--- config.mk ---
export PLATFORM = sky130hd
export DESIGN_NAME = arb_mux
export DESIGN_NICKNAME = d
export VERILOG_FILES = /design/src/rtl/arb_mux_pkg.sv /design/src/rtl/arb_mux_rr_pick.sv /design/src/rtl/arb_mux.sv
export SDC_FILE = /design/constraint.sdc
export NUM_CORES = 1
export LEC_CHECK = 0
export CAP_MARGIN = 5
export CORE_MARGIN = 8
export CORE_UTILIZATION = 36
export DETAILED_ROUTE_END_ITERATION = 7
export PLACE_DENSITY = 0.78
export SYNTH_ARGS = -nofsm -noshare
export SYNTH_HDL_FRONTEND = slang
export SYNTH_SLANG_ARGS = --single-unit
--- constraint.sdc ---
create_clock -name clk -period 1.7 [get_ports clk]
set_input_delay 0.17 -clock clk [delete_from_list [all_inputs] [get_ports clk]]
set_output_delay 0.17 -clock clk [all_outputs]
set_load 0.02 [all_outputs]
--- src/rtl/arb_mux_pkg.sv ---
// Shared constants and the select-width helper for the arb_mux block.
package arb_mux_pkg;

  localparam int ARB_MUX_WIDTH_DEF = 16;
  localparam int ARB_MUX_NCH_DEF   = 4;
  localparam int STATS_W           = 16;

  // max(1, clog2(n)) so a single-channel build still has a 1-bit index.
  function automatic int sel_w(input int n);
    return (n <= 2) ? 1 : $clog2(n);
  endfunction

endpackage

--- src/rtl/arb_mux_rr_pick.sv ---
// Combinational rotated priority encoder: first requester at or above ptr, wrapping.
module rr_pick
  import arb_mux_pkg::*;
#(
  parameter  int NCH   = ARB_MUX_NCH_DEF,
  localparam int SEL_W = sel_w(NCH)
) (
  input  logic [NCH-1:0]   req,
  input  logic [SEL_W-1:0] ptr,
  output logic [NCH-1:0]   gnt_onehot,
  output logic [SEL_W-1:0] gnt_idx,
  output logic             any
);

  // Scan a doubled request vector downward; the last hit is the lowest position
  // at or above ptr, which lands inside the wrapped window [ptr, ptr+NCH-1].
  // NOTE: every output gets a default before the loop so no path leaves one unassigned (no latch).
  always_comb begin
    gnt_onehot = '0;
    gnt_idx    = '0;
    any        = 1'b0;
    for (int j = 2*NCH-1; j >= 0; j--) begin
      if (req[j % NCH] && (j >= int'(ptr))) begin
        gnt_onehot          = '0;
        gnt_onehot[j % NCH] = 1'b1;
        gnt_idx             = SEL_W'(j % NCH);
        any                 = 1'b1;
      end
    end
  end

endmodule

--- src/rtl/arb_mux.sv ---
// N-channel round-robin registered mux with valid/ready on every port.
// Optional feature: define ARB_MUX_STATS_EN to add the grant_cnt output-beat counter.
module arb_mux
  import arb_mux_pkg::*;
#(
  parameter  int WIDTH = ARB_MUX_WIDTH_DEF,
  parameter  int NCH   = ARB_MUX_NCH_DEF,
  localparam int SEL_W = sel_w(NCH)
) (
  input  logic                 clk,
  input  logic                 rst,
  input  logic [NCH*WIDTH-1:0] in_data,
  input  logic [NCH-1:0]       in_valid,
  output logic [NCH-1:0]       in_ready,
  output logic [WIDTH-1:0]     out_data,
  output logic                 out_valid,
  input  logic                 out_ready,
  output logic [SEL_W-1:0]     out_sel
`ifdef ARB_MUX_STATS_EN
  ,
  output logic [STATS_W-1:0]   grant_cnt
`endif
);

  logic [SEL_W-1:0] r_ptr;
  logic [WIDTH-1:0] r_out_data;
  logic             r_out_valid;
  logic [SEL_W-1:0] r_out_sel;

  logic             w_ld;
  logic [NCH-1:0]   w_gnt_onehot;
  logic [SEL_W-1:0] w_gnt_idx;
  logic             w_any;
  logic [WIDTH-1:0] w_sel_data;
  logic [SEL_W-1:0] w_ptr_nxt;

  assign w_ld = !r_out_valid || out_ready;

  rr_pick #(.NCH(NCH)) u_pick (
    .req        (in_valid),
    .ptr        (r_ptr),
    .gnt_onehot (w_gnt_onehot),
    .gnt_idx    (w_gnt_idx),
    .any        (w_any)
  );

  // Reset masks the grant so no source sees an accept that the register would drop.
  assign in_ready  = (w_ld && !rst) ? w_gnt_onehot : '0;
  assign w_ptr_nxt = (w_gnt_idx == SEL_W'(NCH-1)) ? '0 : w_gnt_idx + 1'b1;

  always_comb begin
    w_sel_data = '0;
    for (int i = 0; i < NCH; i++) begin
      if (w_gnt_onehot[i]) w_sel_data = in_data[i*WIDTH +: WIDTH];
    end
  end

  // NOTE: state registers use non-blocking assignments so every flop samples pre-edge values.
  always_ff @(posedge clk) begin
    if (rst) begin
      r_ptr       <= '0;
      r_out_data  <= '0;
      r_out_valid <= 1'b0;
      r_out_sel   <= '0;
    end else if (w_ld) begin
      if (w_any) begin
        r_out_data  <= w_sel_data;
        r_out_sel   <= w_gnt_idx;
        r_out_valid <= 1'b1;
        r_ptr       <= w_ptr_nxt;
      end else begin
        r_out_valid <= 1'b0;
      end
    end
  end

  assign out_data  = r_out_data;
  assign out_valid = r_out_valid;
  assign out_sel   = r_out_sel;

`ifdef ARB_MUX_STATS_EN
  logic [STATS_W-1:0] r_grant_cnt;

  always_ff @(posedge clk) begin
    if (rst) begin
      r_grant_cnt <= '0;
    end else if (r_out_valid && out_ready) begin
      r_grant_cnt <= r_grant_cnt + 1'b1;
    end
  end

  assign grant_cnt = r_grant_cnt;
`endif

endmodule
Yosys cells after proc, flatten, opt, wreduce, memory -nomap -nowiden --
Index checks and enable logic that the tools add are counted. W data, S select, Z words.
Storage, ports and cells: register bits 21, output and inout port bits 23, bits of input ports 71
Cells by class: add/subtract/negate cells 1, mux-type cells 28, magnitude comparators 3, reductions and logical operators 8, eq/ne operators 1
Operators by type and width (number):
- $mux W16 | 4
- $mux W4 | 7
- $mux W2 | 8
- $mux W1 | 8
- $ge A1 B2 Y1 const A | 2
- $logic_and A1 B1 Y1 | 4
- $mux W3 | 1
- $add A2 B1 Y2 const B | 1
- $eq A2 B2 Y1 const B | 1
- $ge A2 B2 Y1 const A | 1
- $logic_not A1 Y1 | 2
- $reduce_and A2 Y1 | 1
- $logic_or A1 B1 Y1 | 1

Logic depth before layout (Yosys ltp) --
word-level depth 11, depth in mapped cells 8, mapped depth without buffers 5

Cells and area by module --
Synthesis repeated with hierarchy kept, for this count alone.
Second synthesis, totals: cells, all modules 209, area, all modules 1652.8 µm²
Modules (own cells, without submodules):
- arb_mux | cells an instance 176, seq. area each 420.4 µm², area each 1442.6 µm², times used 1
- rr_pick | cells an instance 33, seq. area each 0.0 µm², area each 210.2 µm², times used 1

Least setup slack after synthesis --
Ideal clock, no wire load.
path kind reg-to-output, start point register r_ptr[1], end point output in_ready[1], arrival time 1433 ps, buffers on the path 3, path slack 97 ps, stages on the path, launching flop included 7, cell sequence dfxtp_1 buf_2 a21oi_1 o221a_2 buf_2 buf_2 nor2b_1
On the way: cells in the longest elaborated chain, start to end 6, elaborated cells on any way between the ends 10, those cells by class 3 x order compare; 4 x mux; 3 x reduce/logical
Ends and longest elaborated chain:
- start: declaration | RTL line arb_mux.sv:25 | logic [SEL_W-1:0] r_ptr;
- start signal: assignment | RTL line arb_mux.sv:70 | r_ptr <= w_ptr_nxt;
- $ge A2 B2 Y1 | RTL line arb_mux_rr_pick.sv:23 | if (req[j % NCH] && (j >= int'(ptr))) begin
- $logic_and A1 B1 Y1 | RTL line arb_mux_rr_pick.sv:23
- $mux W4 (2 in a row) | RTL line arb_mux_rr_pick.sv:23
- $mux W4 * | RTL line arb_mux_rr_pick.sv:23
- $mux W4 * | RTL line arb_mux.sv:48 | assign in_ready = (w_ld && !rst) ? w_gnt_onehot : '0;
- end: declaration | RTL line arb_mux.sv:14 | output logic [NCH-1:0] in_ready,
Every way passes the cells marked *; elsewhere a longest branch is shown, timed or not.

Final worst setup path --
start point register r_out_valid (netlist: out_valid), end point output in_ready[1]
On the way: cells in the longest elaborated chain, start to end 4
Ends and longest elaborated chain:
- start: declaration | RTL line arb_mux.sv:27 | logic r_out_valid;
- start signal: assignment | RTL line arb_mux.sv:63 | r_out_valid <= 1'b0;
- start signal: assignment | RTL line arb_mux.sv:69 | r_out_valid <= 1'b1;
- start signal: assignment | RTL line arb_mux.sv:72 | r_out_valid <= 1'b0;
- $logic_not A1 Y1 | RTL line arb_mux.sv:37 | assign w_ld = !r_out_valid || out_ready;
- $logic_or A1 B1 Y1 | RTL line arb_mux.sv:37
- $logic_and A1 B1 Y1 | RTL line arb_mux.sv:48
- $mux W4 | RTL line arb_mux.sv:48
No other way between the ends.

==> results.yml <==
run_status:
  outcome: "finished, final reports clean"
floorplanning:
  rows: 23
  core_area_sq_mm: 0.00394
  die_y_microns: 79.3
  ioPinCount: 94
  die-area_sq_mm: 0.00629
  die_x_microns: 79.3
  initial_utilization_pct: 36.6
timing:
  period_needed_ns: 1.63
  rsz0062_at_grt: "no"
  finalSetupViolCount: 0
  skew_ns: 0.00262
  period_share_pct: 96.1
  fmax_ghz: 0.612
  tightest_slew_ns: 0.359
  drv_slew: 0
  whs_ns: 0.468
  slew_headroom_pct: 76.1
  finalHoldViolations: 0
finish:
  final_util_pct: 64.6
  drive_gt1_share_pct: 14.7
  area_growth_pct: 76.6
  fin_area_sq_mm: 0.00255
  seq_area_sq_um: 424
  antenna_cells: 0
  fillers: 343
  multi_input_area_sq_um: 912
  nNetsFinal: 345
  stdcell_count: 323
synthesis:
  syn_inst: 171
  ys_seq_elements: 21
  synth_top_area_share_pct: 29.1
  synth.area.top_cells: "dfxtp_1 (29%), a221oi_1 (9.7%), o2bb2ai_1 (9.7%)"
  syn_nets: 242
  syn-cell-area_sq_mm: 0.00144
  yosysTopAreaCell: "dfxtp_1"
  yosysWarningCount: 0
  synth.distinct_cells: 27
  seq_area_frac_synth_pct: 29.1
  avgSynthCellArea_sq_um: 8.44
power:
  vdd_drop_max_uv: 504
  leakage_nw: 0.909
  p_per_area_mw_per_mm2: 704
min_path:
  hold_start: "out_sel[1]"
  hold_path.class: "reg -> reg"
clock_network:
  worstSkewPairLatency_ns: 0.26
  clockBufferDepth: 2
  cts_sinks: 21
  cts_buffers: 3
  cts_tree: "done"
  ctsHoldBuffers: 0
  path_clk_slew_ns: 0.08
  htree_levels: 1
  cts-root-buf: "clkbuf_8"
placement:
  place.gp.congestion: 0.873
  portBuffers: 93
  dpl.hpwl_microns: 4350
  placed_area_sq_mm: 0.00249
  dpl.cell_count: 319
grt:
  grt_antenna_before_repair: 0
  grt_max_degree: 22
  grt_pass1_vias: 1801
  grtUsageTotal_pct: 17.5
  busiest_layer: "met2"
  use_met1_pct: 20.1
  gr-total-overflow: 0
  grtUsageMet2_pct: 31.3
  gr-usage-met3_pct: 4.18
  grt_pass1_wl_microns: 8920
run:
  maxCapViolations: 0
route:
  wire_per_inst_microns: 17.5
  via_per_inst: 5.64
  antenna_left: 0
  drc: 0
  drt_iter0_markers: 71
  vias: 1822
  dr.pass1.iters: 4
  wirelength_microns: 5660
critical_path:
  crit_type: "reg -> out"
  end_kind: "output pin"
  r2r-start: "r_ptr[1]"
  cp-start-kind: "flop"
  critPathMaxFanout: 4
  cp.arrival_ns: 1.46
  critPathLaunch: "out_valid"
  critPathRequiredTime_ns: 1.53
[flip-flops by register name (all words and copies together), names as in the netlist]
name,flops
out_sel,2
out_valid,1
r_ptr,2
out_data,16
[cells in the final DEF, fill, tap and decap left out, types with 2 or more instances in the layout]
cell	count
a211oi_1	15
clkbuf_8	3
nor4_4	2
nor2b_1	4
nand2_1	4
buf_4	22
nand2b_1	6
a22oi_1	16
a21oi_1	12
a211oi_2	2
a221oi_1	16
o2bb2ai_1	16
inv_1	4
dlygate4sd2_1	4
o21ai_0	2
clkdlybuf4s50_1	85
nor2_1	23
clkdlybuf4s15_1	2
dfxtp_1	20
[critical path, cell delays in order, from the launching register on]
cell	delay, ns
dfxtp_1	0.31
nor2b_1	0.13
or2_2	0.32
nor2b_1	0.12
clkdlybuf4s15_1	0.32
[through the flow]
step / setup TNS [ns] / worst slack [ns] / power [mW]
4_1_cts: 0 / 0.0254 / 1.81
6_report: 0 / 0.0668 / 1.79
3_3_place_gp: -7.97 / -0.412 / 1.46
3_5_place_dp: -9.10 / -0.492 / 1.47
5_1_grt: 0 / 0.00143 / 1.91
2_1_floorplan: 0 / 0.0966 / 1.05
[worst paths after layout]
path                            cells past startpoint          end  slack [ns]
worst max-delay path                                4  in_ready[1]        0.07
worst min-delay path                                2   out_sel[1]        0.47
worst max register to register                      6  out_data[3]        0.11
worst min register to register                      2   out_sel[1]        0.47
[timing repair]
action / CTS / global route
pin swaps: 2 / 0
hold endpoints to repair: 0 / 0
gates resized for setup: 17 / 4
endpoints found under the setup margin: 21 / 4
setup buffers: 0 / 0
[logic make-up after synthesis]
family          Yosys count  synth area share [%]
compound gates           85                  46.1
flops                    21                  29.1
buf+inv                  21                  8.59
simple gates             44                  16.1
[area by class of cell]
| cell class | instances | share of cell area, % |
|---|---|---|
| clock buffers | 3 | 1.62 |
| clock inverters | 1 | 0.196 |
| inverters | 4 | 0.589 |
| multi-input cells | 129 | 35.8 |
| flip-flops and latches | 21 | 16.7 |
| well taps | 50 | 2.46 |
| repair buffers | 115 | 42.7 |
[where the power goes]
group / switching, mW / internal (mW) / leakage [nW] / total [mW]
combinational: 0.394 / 0.454 / 0.709 / 0.849
sequential: 0.0565 / 0.559 / 0.174 / 0.615
clock: 0.166 / 0.163 / 0.0255 / 0.329
[cell usage after synthesis]
library cell / n
a211oi_1: 16
a211oi_2: 1
a21oi_1: 13
a221oi_1: 16
a22oi_1: 16
a31o_1: 1
buf_2: 9
buf_4: 1
buf_6: 4
clkbuf_1: 3
dfxtp_1: 21
inv_1: 4
nand2_1: 4
nand2b_1: 6
nand3_1: 1
nor2_1: 24
nor2b_1: 4
nor3_1: 1
nor4_4: 2
o21ai_0: 2
o21ai_2: 1
o221a_2: 1
o22a_1: 1
o22ai_4: 1
o2bb2ai_1: 16
or2_1: 1
or2_2: 1
[layer usage]
metal,wire length [microns],part of all wire [%]
met1,2320,41
met2,2900,51
met3,373,6.6
met4,64,1.1
met5,0,0
(Power assumes the default switching activity.)
